[src/rtl/multi_cycle_controller_if.sv]
// Control bus between the multi-cycle sequencer and the shared datapath.
// master = sequencer (drives control fields), slave = datapath (drives IR fields and flags).
interface multi_cycle_controller_if;
  logic [5:0] operator;
  logic [5:0] special;
  logic       aluZero;
  logic       memReady;
  logic       resume;

  logic       memRequest;
  logic       irWrite;
  logic       pcWriteEnable;
  logic [1:0] pcSource;
  logic [3:0] aluOperator;
  logic [1:0] aluX;
  logic [2:0] aluY;
  logic       regWriteEnable;
  logic [1:0] regWriteDestinationControl;
  logic       regWriteSourceControl;
  logic       ramWrite;
  logic       halted;
  logic       illegal;
  logic [2:0] state;

  modport master (
    input  operator, special, aluZero, memReady, resume,
    output memRequest, irWrite, pcWriteEnable, pcSource, aluOperator, aluX, aluY,
           regWriteEnable, regWriteDestinationControl, regWriteSourceControl,
           ramWrite, halted, illegal, state
  );

  modport slave (
    output operator, special, aluZero, memReady, resume,
    input  memRequest, irWrite, pcWriteEnable, pcSource, aluOperator, aluX, aluY,
           regWriteEnable, regWriteDestinationControl, regWriteSourceControl,
           ramWrite, halted, illegal, state
  );
endinterface

[src/rtl/multi_cycle_controller.sv]
// MIPS-subset multi-cycle sequencer: 2-5 cycles per instruction plus one per memory wait cycle.
// Stalls in FETCH/MEMORY until memReady; strobes decode from registered state, qualified by memReady/aluZero.
module multi_cycle_controller #(
  parameter bit HALT_ON_ILLEGAL = 1'b1
) (
  input  logic                       clk,
  input  logic                       rst_n,
  multi_cycle_controller_if.master   bus
);

  typedef enum logic [2:0] {
    FETCH     = 3'd0,
    DECODE    = 3'd1,
    EXECUTE   = 3'd2,
    MEMORY    = 3'd3,
    WRITEBACK = 3'd4,
    HALT      = 3'd5
  } state_t;

  typedef enum logic [3:0] {
    C_ALUR, C_SHIFT, C_JR, C_SYSCALL, C_IMMS, C_IMMZ,
    C_LW, C_SW, C_BEQ, C_BNE, C_J, C_JAL, C_ILLEGAL
  } instClass_t;

  state_t     stateQ;
  logic       illegalQ;
  instClass_t instClass;
  logic [3:0] decodedAluOp;

  // Instruction class and ALU operation from the latched IR fields.
  always_comb begin
    instClass    = C_ILLEGAL;
    decodedAluOp = 4'd0;
    case (bus.operator)
      6'h00: begin
        case (bus.special)
          6'h20, 6'h21: begin instClass = C_ALUR;  decodedAluOp = 4'd4;  end
          6'h22:        begin instClass = C_ALUR;  decodedAluOp = 4'd5;  end
          6'h24:        begin instClass = C_ALUR;  decodedAluOp = 4'd6;  end
          6'h25:        begin instClass = C_ALUR;  decodedAluOp = 4'd7;  end
          6'h27:        begin instClass = C_ALUR;  decodedAluOp = 4'd8;  end
          6'h2A:        begin instClass = C_ALUR;  decodedAluOp = 4'd9;  end
          6'h2B:        begin instClass = C_ALUR;  decodedAluOp = 4'd10; end
          6'h00:        begin instClass = C_SHIFT; decodedAluOp = 4'd0;  end
          6'h02:        begin instClass = C_SHIFT; decodedAluOp = 4'd2;  end
          6'h03:        begin instClass = C_SHIFT; decodedAluOp = 4'd1;  end
          6'h08:        instClass = C_JR;
          6'h0C:        instClass = C_SYSCALL;
          default:      instClass = C_ILLEGAL;
        endcase
      end
      6'h08, 6'h09: begin instClass = C_IMMS; decodedAluOp = 4'd4; end
      6'h0A:        begin instClass = C_IMMS; decodedAluOp = 4'd9; end
      6'h0C:        begin instClass = C_IMMZ; decodedAluOp = 4'd6; end
      6'h0D:        begin instClass = C_IMMZ; decodedAluOp = 4'd7; end
      6'h23:        begin instClass = C_LW;   decodedAluOp = 4'd4; end
      6'h2B:        begin instClass = C_SW;   decodedAluOp = 4'd4; end
      6'h04:        begin instClass = C_BEQ;  decodedAluOp = 4'd5; end
      6'h05:        begin instClass = C_BNE;  decodedAluOp = 4'd5; end
      6'h02:        instClass = C_J;
      6'h03:        begin instClass = C_JAL;  decodedAluOp = 4'd4; end
      default:      instClass = C_ILLEGAL;
    endcase
  end

  always_ff @(posedge clk or negedge rst_n) begin
    if (!rst_n) begin
      stateQ   <= FETCH;
      illegalQ <= 1'b0;
    end else begin
      case (stateQ)
        FETCH: begin
          if (bus.memReady) stateQ <= DECODE;
        end
        DECODE: begin
          case (instClass)
            C_J, C_JR: stateQ <= FETCH;
            C_SYSCALL: begin
              stateQ   <= HALT;
              illegalQ <= 1'b0;
            end
            C_ILLEGAL: begin
              if (HALT_ON_ILLEGAL) begin
                stateQ   <= HALT;
                illegalQ <= 1'b1;
              end else begin
                stateQ <= FETCH;
              end
            end
            default: stateQ <= EXECUTE;
          endcase
        end
        EXECUTE: begin
          case (instClass)
            C_BEQ, C_BNE: stateQ <= FETCH;
            C_LW, C_SW:   stateQ <= MEMORY;
            default:      stateQ <= WRITEBACK;
          endcase
        end
        MEMORY: begin
          if (bus.memReady) stateQ <= (instClass == C_LW) ? WRITEBACK : FETCH;
        end
        WRITEBACK: stateQ <= FETCH;
        HALT: begin
          if (bus.resume) begin
            stateQ   <= FETCH;
            illegalQ <= 1'b0;
          end
        end
        default: stateQ <= FETCH;
      endcase
    end
  end

  logic       memRequestC;
  logic       irWriteC;
  logic       pcWriteC;
  logic [1:0] pcSourceC;
  logic [3:0] aluOpC;
  logic [1:0] aluXC;
  logic [2:0] aluYC;
  logic       regWriteC;
  logic [1:0] destC;
  logic       srcC;
  logic       ramWriteC;

  // Everything is forced low while reset is held so nothing strobes mid-access.
  always_comb begin
    memRequestC = 1'b0;
    irWriteC    = 1'b0;
    pcWriteC    = 1'b0;
    pcSourceC   = 2'd0;
    aluOpC      = 4'd0;
    aluXC       = 2'd0;
    aluYC       = 3'd0;
    regWriteC   = 1'b0;
    destC       = 2'd0;
    srcC        = 1'b0;
    ramWriteC   = 1'b0;
    if (rst_n) begin
      // ALU fields stay put from EXECUTE through MEMORY/WRITEBACK.
      if (stateQ == EXECUTE || stateQ == MEMORY || stateQ == WRITEBACK) begin
        aluOpC = decodedAluOp;
        case (instClass)
          C_SHIFT:           begin aluXC = 2'd1; aluYC = 3'd3; end
          C_IMMS, C_LW, C_SW: aluYC = 3'd1;
          C_IMMZ:            aluYC = 3'd2;
          C_JAL:             begin aluXC = 2'd2; aluYC = 3'd4; end
          default:           ;
        endcase
      end
      case (stateQ)
        FETCH: begin
          memRequestC = 1'b1;
          if (bus.memReady) begin
            irWriteC = 1'b1;
            pcWriteC = 1'b1;
          end
        end
        DECODE: begin
          if (instClass == C_J) begin
            pcWriteC  = 1'b1;
            pcSourceC = 2'd2;
          end else if (instClass == C_JR) begin
            pcWriteC  = 1'b1;
            pcSourceC = 2'd3;
          end
        end
        EXECUTE: begin
          if ((instClass == C_BEQ && bus.aluZero) || (instClass == C_BNE && !bus.aluZero)) begin
            pcWriteC  = 1'b1;
            pcSourceC = 2'd1;
          end else if (instClass == C_JAL) begin
            pcWriteC  = 1'b1;
            pcSourceC = 2'd2;
          end
        end
        MEMORY: begin
          memRequestC = 1'b1;
          ramWriteC   = (instClass == C_SW);
        end
        WRITEBACK: begin
          regWriteC = 1'b1;
          if (instClass == C_JAL)                              destC = 2'd2;
          else if (instClass == C_ALUR || instClass == C_SHIFT) destC = 2'd1;
          srcC = (instClass == C_LW);
        end
        default: ;
      endcase
    end
  end

  assign bus.memRequest                 = memRequestC;
  assign bus.irWrite                    = irWriteC;
  assign bus.pcWriteEnable              = pcWriteC;
  assign bus.pcSource                   = pcSourceC;
  assign bus.aluOperator                = aluOpC;
  assign bus.aluX                       = aluXC;
  assign bus.aluY                       = aluYC;
  assign bus.regWriteEnable             = regWriteC;
  assign bus.regWriteDestinationControl = destC;
  assign bus.regWriteSourceControl      = srcC;
  assign bus.ramWrite                   = ramWriteC;
  assign bus.halted                     = (stateQ == HALT);
  assign bus.illegal                    = illegalQ;
  assign bus.state                      = stateQ;

endmodule

[src/flat_wrapper.sv]
// flat-port wrapper written by rule: the top's interface ports become plain ports
module multi_cycle_controller_flat 
#(
  parameter bit HALT_ON_ILLEGAL = 1'b1
)
  (clk, rst_n, bus_operator, bus_special, bus_aluZero, bus_memReady, bus_resume, bus_memRequest, bus_irWrite, bus_pcWriteEnable, bus_pcSource, bus_aluOperator, bus_aluX, bus_aluY, bus_regWriteEnable, bus_regWriteDestinationControl, bus_regWriteSourceControl, bus_ramWrite, bus_halted, bus_illegal, bus_state);
  multi_cycle_controller_if bus_i ();
  input  logic clk;
  input  logic rst_n;
  input wire logic [$bits(bus_i.operator)-1:0] bus_operator;
  input wire logic [$bits(bus_i.special)-1:0] bus_special;
  input wire logic [$bits(bus_i.aluZero)-1:0] bus_aluZero;
  input wire logic [$bits(bus_i.memReady)-1:0] bus_memReady;
  input wire logic [$bits(bus_i.resume)-1:0] bus_resume;
  output wire logic [$bits(bus_i.memRequest)-1:0] bus_memRequest;
  output wire logic [$bits(bus_i.irWrite)-1:0] bus_irWrite;
  output wire logic [$bits(bus_i.pcWriteEnable)-1:0] bus_pcWriteEnable;
  output wire logic [$bits(bus_i.pcSource)-1:0] bus_pcSource;
  output wire logic [$bits(bus_i.aluOperator)-1:0] bus_aluOperator;
  output wire logic [$bits(bus_i.aluX)-1:0] bus_aluX;
  output wire logic [$bits(bus_i.aluY)-1:0] bus_aluY;
  output wire logic [$bits(bus_i.regWriteEnable)-1:0] bus_regWriteEnable;
  output wire logic [$bits(bus_i.regWriteDestinationControl)-1:0] bus_regWriteDestinationControl;
  output wire logic [$bits(bus_i.regWriteSourceControl)-1:0] bus_regWriteSourceControl;
  output wire logic [$bits(bus_i.ramWrite)-1:0] bus_ramWrite;
  output wire logic [$bits(bus_i.halted)-1:0] bus_halted;
  output wire logic [$bits(bus_i.illegal)-1:0] bus_illegal;
  output wire logic [$bits(bus_i.state)-1:0] bus_state;
  assign bus_i.operator = bus_operator;
  assign bus_i.special = bus_special;
  assign bus_i.aluZero = bus_aluZero;
  assign bus_i.memReady = bus_memReady;
  assign bus_i.resume = bus_resume;
  assign bus_memRequest = bus_i.memRequest;
  assign bus_irWrite = bus_i.irWrite;
  assign bus_pcWriteEnable = bus_i.pcWriteEnable;
  assign bus_pcSource = bus_i.pcSource;
  assign bus_aluOperator = bus_i.aluOperator;
  assign bus_aluX = bus_i.aluX;
  assign bus_aluY = bus_i.aluY;
  assign bus_regWriteEnable = bus_i.regWriteEnable;
  assign bus_regWriteDestinationControl = bus_i.regWriteDestinationControl;
  assign bus_regWriteSourceControl = bus_i.regWriteSourceControl;
  assign bus_ramWrite = bus_i.ramWrite;
  assign bus_halted = bus_i.halted;
  assign bus_illegal = bus_i.illegal;
  assign bus_state = bus_i.state;
  multi_cycle_controller #(.HALT_ON_ILLEGAL(HALT_ON_ILLEGAL)) u_core (.clk(clk), .rst_n(rst_n), .bus(bus_i));
endmodule
[config.mk]
export PLATFORM = sky130hd
export DESIGN_NAME = multi_cycle_controller_flat
export DESIGN_NICKNAME = d
export VERILOG_FILES = /design/src/rtl/multi_cycle_controller_if.sv /design/src/rtl/multi_cycle_controller.sv /design/src/flat_wrapper.sv
export SDC_FILE = /design/constraint.sdc
export NUM_CORES = 1
export LEC_CHECK = 0
export BUFFER_PORTS_ARGS = -buffer_cell sky130_fd_sc_hd__buf_4
export CAP_MARGIN = 15
export CORE_MARGIN = 4
export CORE_UTILIZATION = 35
export DETAILED_ROUTE_END_ITERATION = 6
export PLACE_DENSITY = 0.58
export SLEW_MARGIN = 20
export SYNTH_ARGS = -nofsm -noshare
export SYNTH_HDL_FRONTEND = slang
export SYNTH_SLANG_ARGS = --single-unit
[constraint.sdc]
create_clock -name clk -period 2.2 [get_ports clk]
set_input_delay 0.22 -clock clk [delete_from_list [all_inputs] [get_ports clk]]
set_output_delay 0.22 -clock clk [all_outputs]
set_load 0.05 [all_outputs]
==> results of run 1 <==
sequential cells by signal (all words and copies together), names as in the netlist:
signal and count:
u_core.bus.state 3, u_core.bus.illegal 1
how the worst max path moves through the flow:
stage | from | slack [ns] | cells past startpoint | endpoint
global route | u_core.bus.state[1] | -0.01 | 7 | bus_aluOperator[0]
finish | u_core.bus.state[1] | 0.09 | 6 | bus_pcWriteEnable
global placement | bus_operator[3] | 0.12 | 7 | bus_pcWriteEnable
CTS | u_core.bus.state[1] | 0.002 | 6 | bus_pcWriteEnable
detailed placement | bus_operator[3] | 0.04 | 7 | bus_pcWriteEnable
floorplan | u_core.bus.state[1] | -0.11 | 5 | bus_aluX[0]
where the power goes:
part	leakage (µW)	internal [µW]	switching, µW
clock network	0.0000150	68.4	35.1
registers	0.0000450	104	31.1
logic	0.000601	266	460
through the flow:
stage	instance area, µm²	power, µW
2_1_floorplan	1240	630
3_3_place_gp	1580	827
3_5_place_dp	1580	832
4_1_cts	1610	939
5_1_grt	1660	1040
6_report	1660	964
worst max-delay path, stage by stage, from the launching register on:
cell and delay, ns:
dfrtp_2 0.44, buf_4 0.17, nor2_2 0.13, and2_4 0.17, nand4_1 0.21, a221oi_2 0.33
buf_6 0.20
per-layer routing:
metal	up-vias	wire length, µm	global-route usage (%)
met5	-	0	0
li1	721	-	-
met3	2	182	2.21
met4	0	20	3.55
met1	646	1590	20.9
met2	37	1890	31.2
area by class of cell:
class                           instances  area [µm²]  share of cell area, %
Timing Repair Buffer                   51         400                   24.1
Tap cell                               44        55.1                   3.32
Clock buffer                            4        26.3                   1.58
Inverter                                5        18.8                   1.13
Multi-Input combinational cell        152        1060                   63.7
Sequential cell                         4         103                   6.18
timing repair:
item | 4_1_cts | 5_1_grt
hold buffers | 1 | 0
resized for setup | 0 | 10
setup endpoints to repair | 0 | 7
buffers inserted | 0 | 2
endpoints found under the hold margin | 4 | 0
kinds of logic (layout without fill, tap and decap cells):
logic type,after synthesis,in the layout,share of synthesized area (%)
simple gates,95,95,46.2
compound gates,48,48,29.2
buf+inv,18,60,8.32
mux,6,6,5.47
flops,4,4,8.42
xor+xnor,2,2,1.47
fa+ha+maj,1,1,0.947
cells in the final DEF, fill, tap and decap left out, types with 2 or more instances in the layout:
cell type	count
or3b_1	4
nand4_1	2
nor2b_1	5
nor3_2	5
or2_1	2
o21ai_2	2
or2_4	2
buf_6	4
dfrtp_2	2
buf_4	46
nor2_1	20
mux2i_1	5
nand3b_1	4
inv_1	5
o21bai_1	2
or2_2	3
a211oi_1	3
nand4bb_1	2
o21ai_0	8
a221oi_2	2
nand3_1	6
clkbuf_4	3
xor2_1	2
nor3_1	5
nand2_1	13
a21oi_1	11
dfrtp_1	2
nand2b_1	6
or3_1	2
o22a_1	2
a2bb2oi_1	2
nor2_2	2
==> run metrics, run 1 <==
Antenna diodes 0; io pins 41; post-synthesis sequential area ratio 8.42%; Hold EP u_core.bus.illegal; YS warnings 0; worst r2r src u_core.bus.state[1]; Commonest cells post-synth nor2_1, nand2_1, a21oi_1; Hold WC Path Type primary input to flip-flop; Core ar. 0.00315 mm²; element type at the critical path end primary output; DP Worst Slack 0.0402 ns; Hold Startpoint bus_resume; Crit Path Max Fanout 6; post-synth top area share 8.42%; Synth Area per Inst 6.83 µm²; largest net degree at the start of global routing 17; dpl cells 253; remaining global-route overflow 0; clk sink count 4; synthesized instance count 174; post-route minimum period 2.11 ns; fillers 344; worst flop-to-flop path endpoint u_core.bus.state[0]; Leak 0.000661 µW; Final Util 52.7%; vias per inst 5.41; Period Utilization, post-route 95.8%; Setup Skew 0.00885 ns; fin cells 260; DRC 0; Rows 20; via count 1406; FFs w/ async S/R, synth 100%; Area growth, synth to finish 39.7%; max_slew headroom 72.3%; Slew @ Worst Pin 0.413 ns; initial antenna violation count 0; Total Wirelength 3.69 mm; gp weighted congestion 0.837; CTS Buf Count 3; worst setup margin 0.0925 ns; R2R Setup Slk 0.96 ns; reg2reg path depth 5; crit path DAT 1.89 ns; Max H-tree Level 1; most common cell in the synthesized netlist nor2_1; clk_lat worst skew 0.24 ns; initial cell density of the core 37.7%; Max VDD drop 0.000286 V; DR WL/cell 14.2 µm; Clock Path Buffers 2; Yosys cell types 55; Die W 66.3 µm; Worst-path clk slew 0.05 ns; Syn Std Cell Area 0.00119 mm²; Syn Nets 191; Yosys top cell by area dfrtp_1; Area contributors post-synth dfrtp_1, nor2_1, a21oi_1; Fin. Hold Viols 0; first-pass GRT wire length 6.02 mm; required time of the worst setup path 1.98 ns; hpwl dp 2.86 mm; Maximum Capacitance Violations 0; power density cells 581 mW/mm²; Die ar. 0.00439 mm²; share of cells above drive strength 1 39.8%; EDFF count, synth 0; setup_tns 0 ns; Iteration-0 DRC Markers 105; nets@finish 234; CP Class flip-flop to primary output; Root Driver clkbuf_4; CTS tree built; vias in the first global route 1328; synthesized flop and latch total 4; IO Port Bufs 40; antenna viol nets, final 0; Peak Freq 0.474 GHz; worst hold margin 0.347 ns; Hold Path Depth 4; chip height 66.3 µm; CP Launch Type flip-flop; total routing usage reported by global routing 17.0%; drt pass-1 iters 4; commonest register cell after synthesis dfrtp_1; final setup vio count 0; Pins Over Slew Limit 0; outcome completed
Power figures use the tool's default switching activity.
==> run 2, diff against run 1 <==
--- a/config.mk
+++ b/config.mk
@@ -10,7 +10,7 @@
 export CORE_MARGIN = 4
 export CORE_UTILIZATION = 35
 export DETAILED_ROUTE_END_ITERATION = 6
-export PLACE_DENSITY = 0.58
+export PLACE_DENSITY = 0.62
 export SLEW_MARGIN = 20
 export SYNTH_ARGS = -nofsm -noshare
 export SYNTH_HDL_FRONTEND = slang
==> run metrics, run 2 (same netlist as run 1, synthesis figures left out) <==
commonest non-fill, non-tap cell in the layout buf_4; initial antenna violation count 0; Max H-tree Level 1; element type at the critical path end primary output; Die W 66.3 µm; post-route minimum period 2.12 ns; Worst-path clk slew 0.04 ns; Crit Path Max Fanout 10; vias in the first global route 1344; Iteration-0 DRC Markers 68; DRC 0; via count 1381; drt pass-1 iters 4; antenna viol nets, final 0; clk_lat worst skew 0.24 ns; Worst Setup SP u_core.bus.state[1]; clk sink count 4; initial cell density of the core 37.7%; Period Utilization, post-route 96.2%; CTS Buf Count 3; fillers 343; Hold WC Path Type primary input to asynchronous set/reset pin; first-pass GRT wire length 6.13 mm; Leak 0.000636 µW; CTS tree built; share of cells above drive strength 1 36.8%; CP Class flip-flop to primary output; gp weighted congestion 0.846; crit path DAT 1.90 ns; power density cells 582 mW/mm²; Reg area 101 µm²; Fin. Hold Viols 0; most frequent cells in the layout buf_4, nor2_1, nand2_1, a21oi_1, o21ai_0; worst r2r src u_core.bus.state[0]; Root Driver clkbuf_4; Antenna diodes 0; hpwl dp 2.85 mm; Rows 20; Die ar. 0.00439 mm²; final setup vio count 0; io pins 41; max_slew headroom 70.8%; required time of the worst setup path 1.98 ns; vias per inst 5.39; Peak Freq 0.473 GHz; Pins Over Slew Limit 0; Largest register FFs 3; DR WL/cell 14.1 µm; Area growth, synth to finish 35.1%; largest net degree at the start of global routing 17; worst hold margin 0.347 ns; IO Port Bufs 40; Max VDD drop 0.000277 V; Total Wirelength 3.60 mm; Slew @ Worst Pin 0.435 ns; CP Launch Type flip-flop; Setup Skew 0.00557 ns; unrepaired setup endpoints after global routing no; chip height 66.3 µm; Maximum Capacitance Violations 0; total routing usage reported by global routing 17.1%; total power 935 µW; remaining global-route overflow 0; area taken by multi-input logic gates 0.00105 mm²; outcome completed; nets@finish 230; Core ar. 0.00315 mm²; Clock Path Buffers 2
## run 2: metrics by stage
stage | cells | setup WS (ns) | util (%) | area [µm²] | TNS [ns]
finish | 256 | 0.0843 | 50.9 | 1610 | 0
global route | 256 | 0.000238 | 50.9 | 1610 | 0
CTS | 255 | 0.0141 | 50.5 | 1590 | 0
detailed placement | 250 | 0.0909 | 49.2 | 1550 | 0
global placement | 250 | 0.152 | 49.2 | 1550 | 0
floorplan | 174 | -0.109 | - | 1240 | -0.204
## run 2: critical path: stages (launching register included)
cell and delay, ns:
dfrtp_2 0.48, nor3b_2 0.22, o21ai_2 0.16, or2_2 0.37
o31ai_4 0.19, buf_4 0.23
## run 2: worst paths after layout
kind                                             to  slack [ns]  cells past startpoint
worst max register to register  u_core.bus.state[2]        0.98                      4
worst min register to register   u_core.bus.illegal        0.55                      2
max in group asynchronous       u_core.bus.state[1]        1.70                      2
min in group clk                 u_core.bus.illegal        0.35                      4
worst min-delay path             u_core.bus.illegal        0.35                      2
worst max-delay path                    bus_aluY[0]        0.08                      5
## run 2: final cells by class
class,count,area share [%]
multi-input combinational,152,65.3
timing repair buffer,47,22.1
sequential,4,6.31
tap,44,3.43
clock buffer,4,1.64
inverter,5,1.17
## run 2: timing repair
action	4_1_cts	5_1_grt
gates resized for setup	1	1
hold buffers	1	0
endpoints found under the hold margin	4	0
setup buffers	0	1
endpoints found under the setup margin	3	6
## run 2: power breakdown
| group | internal (µW) | switching [µW] |
|---|---|---|
| clock network | 68.3 | 33.4 |
| registers | 102 | 35.5 |
| logic | 240 | 455 |
## run 2: layer usage
| layer | wire (µm) | GRT usage (%) | up-vias | part of all wire, % |
|---|---|---|---|---|
| met2 | 1780 | 29.5 | 38 | 49 |
| met4 | 45 | 4.57 | 0 | 1.3 |
| li1 | - | - | 711 | - |
| met3 | 156 | 2.04 | 4 | 4.3 |
| met1 | 1620 | 22.1 | 628 | 45 |
| met5 | 0 | 0 | - | 0 |
==> run 3, diff against run 2 <==
--- a/config.mk
+++ b/config.mk
@@ -6,11 +6,12 @@
 export NUM_CORES = 1
 export LEC_CHECK = 0
 export BUFFER_PORTS_ARGS = -buffer_cell sky130_fd_sc_hd__buf_4
-export CAP_MARGIN = 15
+export CAP_MARGIN = 10
 export CORE_MARGIN = 4
 export CORE_UTILIZATION = 35
 export DETAILED_ROUTE_END_ITERATION = 6
-export PLACE_DENSITY = 0.62
+export PLACE_DENSITY = 0.65
+export REMOVE_ABC_BUFFERS = 1
 export SLEW_MARGIN = 20
 export SYNTH_ARGS = -nofsm -noshare
 export SYNTH_HDL_FRONTEND = slang
==> constraint.sdc (replaced) <==
create_clock -name clk -period 1.9 [get_ports clk]
set_input_delay 0.19 -clock clk [delete_from_list [all_inputs] [get_ports clk]]
set_output_delay 0.19 -clock clk [all_outputs]
set_load 0.05 [all_outputs]
==> run metrics, run 3 (same netlist as run 1, synthesis figures left out) <==
worst r2r src u_core.bus.state[1]; worst setup margin -0.00259 ns; worst hold margin 0.339 ns; remaining global-route overflow 0; Slew @ Worst Pin 0.430 ns; Worst-path clk slew 0.04 ns; family with the most delay on the worst path compound AO/OA/AOI/OAI gates; grt met2 use 30.0%; Hold EP u_core.bus.state[0]; CP Launch Type flip-flop; Switching Fraction 51.2%; Setup Skew 0.00683 ns; CP Class flip-flop to primary output; io pins 41; total routing usage reported by global routing 17.7%; reg2reg path depth 7; grt met1 use 22.9%; largest stage delay on the critical path 0.40 ns; Total Wirelength 3.87 mm; Peak Freq 0.526 GHz; GR peak layer met2; Psw 647 µW; required time of the worst setup path 1.71 ns; initial cell density of the core 37.7%; setup_tns -0.00259 ns; total power 1260 µW; Hold Path Depth 4; vias in the first global route 1367; Root Driver clkbuf_4; commonest non-fill, non-tap cell in the layout buf_4; post-route minimum period 1.90 ns; Iteration-0 DRC Markers 118; unrepaired setup endpoints after global routing yes; CTS tree built; area taken by multi-input logic gates 0.00107 mm²; IO Port Bufs 40; Hold Startpoint bus_resume; most frequent cells in the layout buf_4, nor2_1, nand2_1, buf_6, a21oi_1; share of cells above drive strength 1 46.7%; largest net degree at the start of global routing 17; max_slew headroom 71.2%; gp weighted congestion 0.884; failing checks negative setup slack; CTS Buf Count 3; Clock Path Buffers 2; power density cells 657 mW/mm²; CP max stage cell dfrtp_1; crit path buf inv count 2; Leak 0.000835 µW; Area growth, synth to finish 62.0%; Max VDD drop 0.000237 V; clk sink count 4; chip height 66.3 µm; Antenna diodes 0; clock share of power 8.2%; hpwl dp 3.02 mm; final setup vio count 1; via count 1508; element type at the critical path end primary output; antenna viol nets, final 0; Die ar. 0.00439 mm²; Die W 66.3 µm; clk_lat worst skew 0.24 ns; Fin. Hold Viols 0; Hold WC Path Type primary input to flip-flop; nets@finish 265; Max H-tree Level 1; DR WL/cell 13.4 µm; vias per inst 5.20; Period Utilization, post-route 100%; Core ar. 0.00315 mm²; Crit Path Max Fanout 5; outcome finished with violations; Pins Over Slew Limit 0; Maximum Capacitance Violations 0; R2R Setup Slk 0.57 ns; Largest register FFs 3; drt pass-1 iters 4; part of the power in combinational logic 80.4%; fraction of power consumed by sequential logic 11.4%; initial antenna violation count 0; fillers 318; DRC 0; Rows 20; Reg area 100 µm²; worst flop-to-flop path endpoint u_core.bus.illegal; Internal Power 617 µW; crit path DAT 1.71 ns; met3 usage 3.23%; first-pass GRT wire length 6.22 mm; worst-path cell chain nor2b_2 -> o21ai_2 -> buf_4 -> nor2_1 -> o21ai_1 -> o31ai_2 -> buf_6
## run 3: changes by cell type in the layout (fill, tap and decap cells not counted), sizes merged
cell / delta
buf: +35
clkbuf: -1
## run 3: metrics by stage
stage | util (%) | area (µm²) | setup slack [ns] | instances
6_report | 61.1 | 1930 | -0.00259 | 290
5_1_grt | 61.1 | 1930 | -0.104 | 290
4_1_cts | 57.9 | 1830 | -0.00177 | 285
3_5_place_dp | 54.5 | 1720 | -0.0836 | 279
3_3_place_gp | 54.5 | 1720 | -0.0449 | 279
2_1_floorplan | - | 1110 | -0.968 | 161
## run 3: cell type report
| class | count | area share [%] |
|---|---|---|
| multi-input cells | 152 | 55.4 |
| repair buffers | 82 | 34.4 |
| flip-flops and latches | 4 | 5.20 |
| well taps | 44 | 2.86 |
| clock buffers | 3 | 1.17 |
| inverters | 5 | 0.975 |
## run 3: worst max-delay path by stage
| stage | cells after the start | startpoint | slack, ns | to |
|---|---|---|---|---|
| floorplan | 4 | u_core.bus.state[1] | -0.97 | bus_aluX[0] |
| global placement | 7 | bus_operator[3] | -0.04 | bus_pcWriteEnable |
| detailed placement | 7 | bus_operator[3] | -0.08 | bus_pcWriteEnable |
| CTS | 6 | u_core.bus.state[2] | -0.002 | bus_pcWriteEnable |
| global route | 6 | u_core.bus.state[1] | -0.10 | bus_pcWriteEnable |
| finish | 7 | u_core.bus.state[1] | -0.003 | bus_aluY[0] |
## run 3: per-layer routing
layer | up-vias | part of all wire, %
met5 | - | 0
met4 | 0 | 0.36
met3 | 2 | 6.3
met2 | 40 | 50
met1 | 683 | 44
li1 | 783 | -
## run 3: power by group through the flow
stage | logic [µW] | clock network [µW] | registers (µW)
global placement | 883 | 0 | 135
finish | 1020 | 104 | 144
global route | 1090 | 113 | 150
detailed placement | 887 | 0 | 136
floorplan | 384 | 0 | 290
CTS | 940 | 108 | 140
## run 3: repair_timing
action | CTS | global route
buffers inserted | 2 | 5
hold endpoints to repair | 4 | 0
setup endpoints to repair | 6 | 9
hold buffers | 1 | 0
pin swaps | 7 | 10
gates resized for setup | 14 | 16
## run 3: worst min-delay path: stages
cell and delay (ns):
buf_4 0.08, nor2_1 0.05, a21oi_1 0.10, o21ai_0 0.09
